## src/rtl/barrett_reduce_pipe.sv

```systemverilog
// Three-stage streaming Barrett reducer: a (2K bits) -> a mod Q, with a pass-through tag.
// One global enable advances every stage, so a stalled output freezes the whole pipe.
module barrett_reduce_pipe #(
   parameter int Q     = 3347,
   parameter int TAG_W = 4,
   localparam int K    = $clog2(Q),
   localparam longint unsigned MU = (64'd1 << (2*K)) / Q
) (
   input  logic             clk,
   input  logic             rst_n,
   input  logic             in_valid,
   output logic             in_ready,
   input  logic [2*K-1:0]   in_data,
   input  logic [TAG_W-1:0] in_tag,
   output logic             out_valid,
   input  logic             out_ready,
   output logic [K-1:0]     out_data,
   output logic [TAG_W-1:0] out_tag
);
   localparam int W = 2*K + 1;
   localparam logic [W-1:0]   MU_W = W'(MU);
   localparam logic [W-1:0]   Q_W  = W'(Q);
   localparam logic [K+1:0]   Q1   = (K+2)'(Q);
   localparam logic [K+1:0]   Q2   = (K+2)'(2*Q);
   localparam logic [K+1:0]   Q3   = (K+2)'(3*Q);

   logic             en;
   logic [2:0]       vld_pipe_q, vld_pipe_d;
   logic [2*K-1:0]   a1_q, a1_d;
   logic [W-1:0]     qh1_q, qh1_d;
   logic [K+1:0]     r2_q, r2_d;
   logic [K-1:0]     d3_q, d3_d;
   logic [TAG_W-1:0] tag1_q, tag1_d, tag2_q, tag2_d, tag3_q, tag3_d;

   always_comb begin
      en         = !vld_pipe_q[2] || out_ready;
      in_ready   = en;
      vld_pipe_d = vld_pipe_q;
      a1_d       = a1_q;
      qh1_d      = qh1_q;
      r2_d       = r2_q;
      d3_d       = d3_q;
      tag1_d     = tag1_q;
      tag2_d     = tag2_q;
      tag3_d     = tag3_q;
      if (en) begin
         vld_pipe_d = {vld_pipe_q[1:0], in_valid};
         // S1: quotient estimate numerator, fits in 2K+1 bits since MU < 2^(K+1)
         a1_d       = in_data;
         qh1_d      = W'(in_data >> K) * MU_W;
         tag1_d     = in_tag;
         // S2: remainder estimate lands in [0, 4Q), so K+2 bits are exact
         r2_d       = (K+2)'({1'b0, a1_q} - (qh1_q >> K) * Q_W);
         tag2_d     = tag1_q;
         if (r2_q >= Q3)      d3_d = K'(r2_q - Q3);
         else if (r2_q >= Q2) d3_d = K'(r2_q - Q2);
         else if (r2_q >= Q1) d3_d = K'(r2_q - Q1);
         else                 d3_d = K'(r2_q);
         tag3_d     = tag2_q;
      end
   end

   always_ff @(posedge clk or negedge rst_n) begin
      if (!rst_n) begin
         vld_pipe_q <= '0;
         a1_q       <= '0;
         qh1_q      <= '0;
         r2_q       <= '0;
         d3_q       <= '0;
         tag1_q     <= '0;
         tag2_q     <= '0;
         tag3_q     <= '0;
      end else begin
         vld_pipe_q <= vld_pipe_d;
         a1_q       <= a1_d;
         qh1_q      <= qh1_d;
         r2_q       <= r2_d;
         d3_q       <= d3_d;
         tag1_q     <= tag1_d;
         tag2_q     <= tag2_d;
         tag3_q     <= tag3_d;
      end
   end

   assign out_valid = vld_pipe_q[2];
   assign out_data  = d3_q;
   assign out_tag   = tag3_q;
endmodule

```

## config.mk

```make
export PLATFORM = sky130hd
export DESIGN_NAME = barrett_reduce_pipe
export DESIGN_NICKNAME = d
export VERILOG_FILES = /design/src/rtl/barrett_reduce_pipe.sv
export SDC_FILE = /design/constraint.sdc
export NUM_CORES = 1
export LEC_CHECK = 0
export BUFFER_PORTS_ARGS = -buffer_cell sky130_fd_sc_hd__buf_2
export CAP_MARGIN = 20
export CORE_MARGIN = 2
export CORE_UTILIZATION = 55
export CTS_CLUSTER_DIAMETER = 50
export DETAILED_ROUTE_END_ITERATION = 10
export HOLD_SLACK_MARGIN = 0.06
export PLACE_DENSITY_LB_ADDON = 0.3
export SYNTH_ARGS = -nofsm -noshare
export SYNTH_HDL_FRONTEND = slang
export SYNTH_SLANG_ARGS = --single-unit
```

## constraint.sdc

```tcl
create_clock -name clk -period 10 [get_ports clk]
set_input_delay 1 -clock clk [delete_from_list [all_inputs] [get_ports clk]]
set_output_delay 1 -clock clk [all_outputs]
set_load 0.03 [all_outputs]
```

Yosys cells after proc, flatten, opt, wreduce, memory -nomap -nowiden:

Index checks and enable logic that the tools add are counted.

* input bits: 32
* logic and storage cells: 22
* bits in registers: 78

* order comparisons: 3
* multipliers: 2
* reductions and logical operators: 2
* mux-type cells: 3
* add/sub/neg operators: 4

Operators by type and width (number)
* $mux 12: 3
* $sub 12x12->12 const B: 2
* $mul 12x11->23 const B: 1
* $ge 14x12->1 const B: 1
* $ge 14x13->1 const B: 1
* $ge 14x14->1 const B: 1
* $mul 13x12->14 const B: 1
* $sub 14x14->14: 1
* $sub 12x11->12 const B: 1
* $logic_not 1->1: 1
* $logic_or 1x1->1: 1

Logic depth before layout (Yosys ltp):

Gate-level depths: netlist of the first run.

* depth after elaboration: 4
* depth in mapped cells: 18
* mapped depth without buffers: 18

Worst setup path after synthesis of the first run:

Ideal clock, no wire load.

* kind: input -> register
* start point: input in_data[16]
* end point: register qh1_q[21]
* data required time: 9.874 ns
* stages: 14
* path slack: 4.706 ns
* arrival time: 5.168 ns
* cells stage by stage: fa_1 -> ha_1 -> inv_1 -> fa_1 -> fa_1 -> inv_1 -> fa_1 -> ha_1 -> or4_1 -> or3_1 -> a41o_2 -> a21o_1 -> a211oi_1 -> o21ai_1

* cells in the longest elaborated chain, start to end: 1

Ends and longest elaborated chain
* start, declared: RTL line 13 `input logic [2*K-1:0] in_data,`
* $mul 12x11->23: RTL line 50 `qh1_d = W'(in_data >> K) * MU_W;`
* end signal, assigned: RTL line 76 `qh1_q <= qh1_d;`
* end, declared: RTL line 30 `logic [W-1:0] qh1_q, qh1_d;`

Every way passes these cells.
A chain may end at the register's enable or synchronous reset.

Worst setup path after layout of the first run:

Same ends and word-level chain as after synthesis.

==> results of run 1 <==
## cells by family after synthesis
logic type               share of synthesized area (%)
AND/OR/NAND/NOR                                   14.4
adder cells (fa/ha/maj)                           37.6
buffers and inverters                             8.17
AO/OA/AOI/OAI                                     13.4
flip-flops                                        22.7
XOR/XNOR                                          3.27
multiplexers                                     0.433
## synth_stat cells, types with 3 or more instances
master    count
a211oi_1     14
a21o_1        6
a21oi_1      30
a311oi_1      3
a31oi_1       6
and3_1        8
buf_1         4
buf_2         7
clkbuf_1     16
dfrtp_1      68
fa_1         58
ha_1        133
inv_1       131
nand2_1     107
nand2b_1      8
nand3_1      10
nor2_1       46
nor2b_1       3
nor3_1       17
nor4_1        6
o21a_1       10
o21ai_0      28
o21ai_1       3
o31ai_1      12
or3_1         9
or4_1         3
xnor2_1      18
xor2_1       10
## state kept, by name (all words and copies together) (netlist names)
name        flops
a1_q           13
vld_pipe_q      3
tag1_q          4
out_tag         4
out_data       12
qh1_q          14
r2_q           14
tag2_q          4
## critical path, stage by stage
cell and delay (ns):
buf_2 0.16, fa_1 0.49, ha_1 0.29, inv_1 0.05, fa_1 0.51, fa_1 0.54
inv_1 0.06, fa_1 0.49, ha_1 0.25, or4_1 0.49, or3_1 0.36, a41o_2 0.33
a21o_1 0.22, a211oi_1 0.22, o21ai_1 0.09
## path summary, 6_finish.rpt
kind	to	cells after the start
worst min-delay path	vld_pipe_q[2]$_DFFE_PN0P_	1
max in group asynchronous	qh1_q[15]$_DFFE_PN0P_	2
worst max-delay path	qh1_q[21]$_DFFE_PN0P_	15
min in group asynchronous	out_data[2]$_DFFE_PN0P_	2
worst min register to register	vld_pipe_q[2]$_DFFE_PN0P_	1
worst max register to register	r2_q[12]$_DFFE_PN0P_	18
## stage by stage
step	setup slack [ns]	cell area [um2]	util, %	hold WS [ns]
4_1_cts	4.71	8190	61.6	0.459
3_5_place_dp	4.32	7880	59.3	0.444
2_1_floorplan	4.71	7510	-	0.430
6_report	4.68	8190	61.6	0.457
5_1_grt	4.38	8190	61.6	0.485
3_3_place_gp	4.42	7880	59.3	0.438
## area by class of cell
cell class,count,share of cell area (%)
Sequential cell,68,20.8
Tap cell,176,2.69
Clock inverter,7,0.993
Inverter,131,6.01
Clock buffer,9,2.75
Multi-Input combinational cell,600,63.5
Timing Repair Buffer,52,3.27
## per-layer routing
metal	vias up	share of wire (%)	track usage [%]
li1	2857	-	-
met1	2728	48	31.9
met2	106	47	37.0
met3	15	3.3	3.54
met4	0	1.3	7.12
met5	-	0	0
==> results by group, run 1 <==
Outcome
  – Status: finished clean

STA
  – Crit path time final: between 5 and 6 ns
  – Setup Skew: 0.00913 ns
  – Final Slew Violations: 0
  – Worst-Margin Slew: 0.853 ns
  – Unrepaired setup endpoints after global routing: no
  – Final setup viols: 0
  – Max_slew headroom: between 40% and 50%
  – Period utilisation layout: a little over half
  – Final hold vios: 0
  – F_max: about 190 MHz
  – Setup Total Neg Slack: 0 ns

Layout
  – Footprint of the multi-input gates: 5200 um2
  – Most common cell after layout, fill and taps aside: ha_1
  – Fin nets: about 1,100
  – Area Growth Syn to Fin: 9.07%
  – Register Area: approximately 1700 um2
  – Filler instances: approximately 1,200
  – Share of cells above drive strength 1: under 10%
  – Commonest cells after routing, fill and taps aside: 133 x ha_1, 130 x inv_1, 107 x nand2_1
  – Antenna diodes: 0
  – Final instance count without filler cells: 1,043

Yosys
  – Mapped Area: around 7500 um2
  – Avg Synthesized Cell Area: a little over 9 um2
  – Synth Flop Type: dfrtp_1
  – Mapped Cells: 827
  – Synth unique cells: 68
  – EDFF count, synth: 0
  – YS warnings: 0
  – Synth area leaders: dfrtp_1 23%, ha_1 22%, fa_1 15%
  – Asr flop ratio synth: between 90% and 100%
  – Area fraction of the dominant cell type after synthesis: between 20% and 30%
  – Syn Nets: between 1,000 and 1,500
  – Post-synthesis sequential area ratio: between 20 and 25%
  – FF+latch count, synth: between 60 and 70
  – Cell taking the most area after synthesis: dfrtp_1

Detailed routing
  – Vias/cell: between 5 and 6
  – WL final: ~15 mm
  – Drt first pass iters: 4
  – Via count: 5,706
  – Wire length per cell: roughly 15 um
  – Initial DRC Count: 408
  – DR DRC count: 0
  – Routed Antenna Nets: 0

Clocking
  – Clk slew on worst S/H paths: around 0.06 ns
  – CTS-repair resized insts: 0
  – CTS hold repair buffers: 0
  – CTS tree: yes
  – Clock Latency Late Sink: around 0.35 ns
  – CTS root buf: clkbuf_16
  – Total CTS buffers: 9
  – H-Tree Depth: 3
  – Clock Sinks: 68
  – Maximum clock path buffer count: 2
  – Setup Buffers After CTS: 0

Flow run
  – Max-Cap Viols: 0

GRT
  – Antenna violations before repair: 0
  – Vias in the first global route: 5,736
  – First-pass GRT wire length: roughly 27 mm
  – Total track usage: 23.0%
  – Largest net degree at the start of global routing: 69
  – Global route overflow: 0

Critical path
  – Critical Path Source: in_data[16]
  – Crit path max fanout: 6
  – WP data required: just over 10 ns
  – Arr. time, crit path: between 5 and 6 ns
  – Crit start category: primary input
  – R2R setup slack: ~5.5 ns
  – Reg2reg start: qh1_q[12]$_DFFE_PN0P_
  – Critical path class: in -> reg
  – Crit. End Element: flip-flop

Floorplanning
  – Die H: about 120 um
  – Initial core utilization: 56.5%
  – # rows: 42
  – Boundary pin count: 50
  – Core area: 13,300 um2
  – DIE WIDTH: between 100 and 150 um
  – Die ar.: 14,600 um2

Placement
  – Port bufs: 49
  – Placed cells: between 1,000 and 1,500
  – GPL Wtd Cong: between 0.9 and 1
  – Final HPWL DP: about 12 mm

Worst hold path
  – HP Class: reg -> reg
  – HP Start: vld_pipe_q[1]$_DFFE_PN0P_
Power of run 1 is not shown: default switching activity piles up to over one toggle a cycle in this logic, so the estimate is an artifact.
==> run 2, diff against run 1 <==
clock period = 5.6 ns   (was 10 ns; I/O delays follow)
==> run 2 against run 1 <==
Against the previous run: global-route usage decreased by 0.20 points; clock-buffer cell count unchanged; non-clock buffer count unchanged; routed wire length increased by 1.1%; via count about the same; sequential cell count unchanged; critical path type unchanged; highest routed layer unchanged.
==> results by group, run 2 (synthesis gave the netlist of run 1 again) <==
Critical path
  – WP data required: slightly below 6 ns
  – Critical Path Max Stage Delay: 0.55 ns
  – WP buf/inv: 3
  – CP cell instances: buf_2 > fa_1 > ha_1 > inv_1 > fa_1 > fa_1 > inv_1 > fa_1 > ha_1 > or4_1 > or3_1 > a41o_2 > a21o_1 > a211oi_1 > o21ai_1
  – Worst path top cell family by delay: adder cells
  – Crit path max fanout: 6
  – CP max-delay cell: fa_1
  – Arr. time, crit path: 5.10 ns
  – Most Frequent Cell on Critical Path: fa_1
  – Critical path class: in -> reg
  – Crit. End Element: flip-flop
  – Crit start category: primary input

GRT
  – Vias in the first global route: between 5,000 and 6,000
  – Total track usage: around 23%
  – Antenna violations before repair: 0
  – First-pass GRT wire length: 26.6 mm
  – Global route overflow: 0
  – Largest net degree at the start of global routing: slightly below 70

STA
  – Final Slew Violations: 0
  – Worst-Margin Slew: approximately 0.9 ns
  – Setup Total Neg Slack: 0 ns
  – Final hold vios: 0
  – Max_slew headroom: a little over two fifths
  – Unrepaired setup endpoints after global routing: no
  – Crit path time final: a little under 5 ns
  – Final setup viols: 0
  – Setup Skew: between 0.004 and 0.005 ns
  – F_max: a little over 200 MHz
  – Period utilisation layout: between 80 and 90%

Layout
  – Area Growth Syn to Fin: 9.30%
  – Fin nets: between 1,000 and 1,500
  – Share of cells above drive strength 1: between 9 and 10%
  – Commonest cells after routing, fill and taps aside: 133 x ha_1, 130 x inv_1, 107 x nand2_1
  – Most common cell after layout, fill and taps aside: ha_1
  – Antenna diodes: 0
  – Largest regs: qh1_q (14), r2_q (14), a1_q (13)
  – Final instance count without filler cells: 1,043

Detailed routing
  – Wire length on met3: 651 um
  – Routed Antenna Nets: 0
  – Wire length per cell: 14.8 um
  – Met2 WL post-DR: between 7 and 8 mm
  – Top Metal Used: met4
  – DR DRC count: 0
  – Vias/cell: 5.47
  – WL final: roughly 15 mm
  – Met1 Routed Length: around 7 mm
  – Via count: 5,705
  – Initial DRC Count: between 300 and 400
  – Drt first pass iters: 7

Outcome
  – Status: finished clean

Clocking
  – Maximum clock path buffer count: 2
  – Clock Latency Late Sink: approximately 0.35 ns
  – Clk slew on worst S/H paths: 0.06 ns
  – Total CTS buffers: 9
  – CTS hold repair buffers: 0
  – Clock Sinks: about 70
  – CTS-repair resized insts: 0
  – CTS tree: yes
  – H-Tree Depth: 3
  – CTS root buf: clkbuf_16
  – Setup Buffers After CTS: 0

Placement
  – Placed cells: 1,027
  – Final HPWL DP: roughly 12 mm
  – GPL Wtd Cong: 0.907
  – Port bufs: 49

Worst hold path
  – HP Class: in -> async

Floorplanning
  – Core area: around 13,000 um2
  – Initial core utilization: 56.5%
  – Die H: 121 um
  – DIE WIDTH: about 120 um
  – # rows: 42
  – Die ar.: ~15,000 um2
  – Boundary pin count: 50

Flow run
  – Max-Cap Viols: 0
## run 2: worst paths after layout
kind / from / endpoint / slack, ns / depth (start not counted)
max in group asynchronous: rst_n / a1_q[6]$_DFFE_PN0P_ / 4.61 / 2
worst max-delay path: in_data[16] / qh1_q[21]$_DFFE_PN0P_ / 0.73 / 15
worst min register to register: vld_pipe_q[1]$_DFFE_PN0P_ / vld_pipe_q[1]$_DFFE_PN0P_ / 0.46 / 2
min in group clk: in_data[0] / a1_q[0]$_DFFE_PN0P_ / 0.41 / 3
worst min-delay path: rst_n / out_data[2]$_DFFE_PN0P_ / 0.41 / 2
worst max register to register: qh1_q[12]$_DFFE_PN0P_ / r2_q[12]$_DFFE_PN0P_ / 1.08 / 18
## run 2: per-layer routing
metal  up-vias  global-route usage [%]
met4         0                    6.54
met5         -                       0
li1       2860                       -
met1      2698                    31.2
met2       132                    37.3
met3        15                    3.77
## run 2: final cells by class
type / instances / area [um2]
fillers: 1171 / 5090
clock inverters: 7 / 98.8
inverters: 131 / 492
repair buffers: 52 / 268
well taps: 176 / 220
multi-input cells: 600 / 5200
clock buffers: 9 / 225
flip-flops and latches: 68 / 1700
## run 2: through the flow
stage | setup WS [ns] | util [%] | instance area [um2] | hold slack, ns
2_1_floorplan | 0.746 | - | 7510 | 0.264
3_3_place_gp | 0.456 | 59.3 | 7880 | 0.441
3_5_place_dp | 0.364 | 59.3 | 7880 | 0.454
4_1_cts | 0.733 | 61.7 | 8210 | 0.408
5_1_grt | 0.524 | 61.7 | 8210 | 0.428
6_report | 0.729 | 61.7 | 8210 | 0.411
Power of run 2 is left out for the same reason.
==> run 3, diff against run 2 <==
PLACE_DENSITY = 0.71   (was not set)
PLACE_DENSITY_LB_ADDON = not set   (was 0.3)
==> run 3 against run 2 <==
Against the previous run: register-to-register slack barely moved; sequential share of layout area hardly changed; first-iteration DRC count decreased by 26%; critical endpoint unchanged; clock skew up 0.0023 ns; global-route usage rose by 1.1 points; worst hold slack better by 0.0045 ns.
==> results by group, run 3 (synthesis gave the netlist of run 1 again) <==
Detailed routing
  – Drt first pass iters: 5
  – WL final: ~16 mm
  – Via count: slightly below 6,000
  – Wire length per cell: about 15 um
  – Vias/cell: approximately 5.6
  – Initial DRC Count: about 290
  – DR DRC count: 0
  – Routed Antenna Nets: 0

Critical path
  – Critical R2R Capture: r2_q[12]$_DFFE_PN0P_
  – R2R setup slack: 1.08 ns
  – Critical Path Source: in_data[16]
  – Crit. End Element: flip-flop
  – Critical Path End: qh1_q[21]$_DFFE_PN0P_
  – Arr. time, crit path: about 5.2 ns
  – Critical path class: in -> reg
  – Crit start category: primary input
  – Crit path max fanout: 6
  – WP data required: ~5.8 ns
  – R2R depth: 19
  – Reg2reg start: qh1_q[12]$_DFFE_PN0P_

Clocking
  – Clock Latency Late Sink: approximately 0.34 ns
  – Setup Buffers After CTS: 0
  – Maximum clock path buffer count: 2
  – Clk slew on worst S/H paths: about 0.06 ns
  – CTS hold repair buffers: 0
  – CTS-repair resized insts: 0
  – H-Tree Depth: 3
  – Clock Sinks: 68
  – CTS root buf: clkbuf_16
  – Total CTS buffers: 9
  – CTS tree: yes

Floorplanning
  – Die ar.: ~15,000 um2
  – Die H: 121 um
  – Core area: 13,300 um2
  – Boundary pin count: 50
  – # rows: 42
  – Initial core utilization: between 50% and 60%
  – DIE WIDTH: 121 um

Layout
  – Antenna diodes: 0
  – Register Area: around 1700 um2
  – Fin nets: roughly 1,100
  – Final instance count without filler cells: ~1,000
  – Largest regs: qh1_q (14), r2_q (14), a1_q (13)
  – Footprint of the multi-input gates: roughly 5200 um2
  – Filler instances: 1,166
  – Commonest cells after routing, fill and taps aside: 133 x ha_1, 130 x inv_1, 107 x nand2_1
  – Final Instance Area: approximately 8200 um2
  – Most common cell after layout, fill and taps aside: ha_1
  – Share of cells above drive strength 1: approximately a tenth
  – Area Growth Syn to Fin: 9.10%

STA
  – Crit path time final: 5.03 ns
  – F_max: 199 MHz
  – Worst-Margin Slew: between 0.8 and 0.9 ns
  – Max_slew headroom: between 40% and 50%
  – Final setup viols: 0
  – Setup Skew: approximately 0.0073 ns
  – Final hold vios: 0
  – Final Slew Violations: 0
  – Period utilisation layout: roughly 90%
  – Unrepaired setup endpoints after global routing: no
  – Setup Total Neg Slack: 0 ns
  – Post-route setup slack: approximately 0.57 ns

GRT
  – Global route overflow: 0
  – First-pass GRT wire length: 28.2 mm
  – Antenna violations before repair: 0
  – Vias in the first global route: 6,032
  – Largest net degree at the start of global routing: 69
  – Total track usage: 23.8%

Placement
  – Final HPWL DP: ~13 mm
  – Placed cells: about 1,000
  – DP Area: just under 8000 um2
  – Dpl ws: ~0.27 ns
  – GPL Wtd Cong: around 0.9
  – Port bufs: around 50

Outcome
  – Status: finished clean

Worst hold path
  – HP Class: in -> async

Flow run
  – Max-Cap Viols: 0
==> run 3: cell count changes in the layout (fill, tap and decap cells not counted) <==
cell       delta
clkinv_4      +1
bufinv_16     -1
clkinv_2      +1
buf_4         +2
inv_6         -2
clkbuf_1      +1
==> run 3: layout make-up <==
| class | instances | area share (%) |
|---|---|---|
| multi-input combinational | 600 | 63.5 |
| sequential | 68 | 20.8 |
| inverter | 131 | 6.00 |
| timing repair buffer | 54 | 3.45 |
| clock buffer | 10 | 2.80 |
| tap | 176 | 2.69 |
| clock inverter | 6 | 0.794 |
==> run 3: worst max-delay path, stage by stage <==
cell and delay [ns]:
buf_2 0.16, fa_1 0.49, ha_1 0.29, inv_1 0.05
fa_1 0.50, fa_1 0.54, inv_1 0.06, fa_1 0.48
ha_1 0.25, or4_1 0.54, or3_1 0.37, a41o_2 0.33
a21o_1 0.23, a211oi_1 0.29, o21ai_1 0.10
==> run 3: worst min-delay path by stage <==
stage                                 startpoint                      end  slack [ns]  depth (start not counted)
after CTS                              in_tag[0]    tag1_q[0]$_DFFE_PN0P_        0.41                          3
after detailed placement  out_tag[2]$_DFFE_PN0P_   out_tag[2]$_DFFE_PN0P_        0.46                          2
after floorplan                            rst_n      a1_q[0]$_DFFE_PN0P_        0.26                          0
after global placement    out_tag[3]$_DFFE_PN0P_   out_tag[3]$_DFFE_PN0P_        0.45                          2
after global routing                   in_tag[0]    tag1_q[0]$_DFFE_PN0P_        0.41                          3
final                                      rst_n  out_data[2]$_DFFE_PN0P_        0.42                          2
==> run 3: routing by layer <==
metal / global-route usage [%] / up-vias / share of wire, %
met3: 4.01 / 19 / 3.5
met5: 0 / - / 0
met2: 41.5 / 107 / 50
met4: 6.18 / 0 / 1.3
met1: 30.7 / 2835 / 45
li1: - / 2862 / -
==> run 3: through the flow <==
step	hold WS (ns)	utilization (%)
floorplan	0.264	-
finish	0.416	61.6
global placement	0.448	59.4
detailed placement	0.456	59.4
global route	0.411	61.6
CTS	0.410	61.6
Power of run 3 is left out for the same reason.
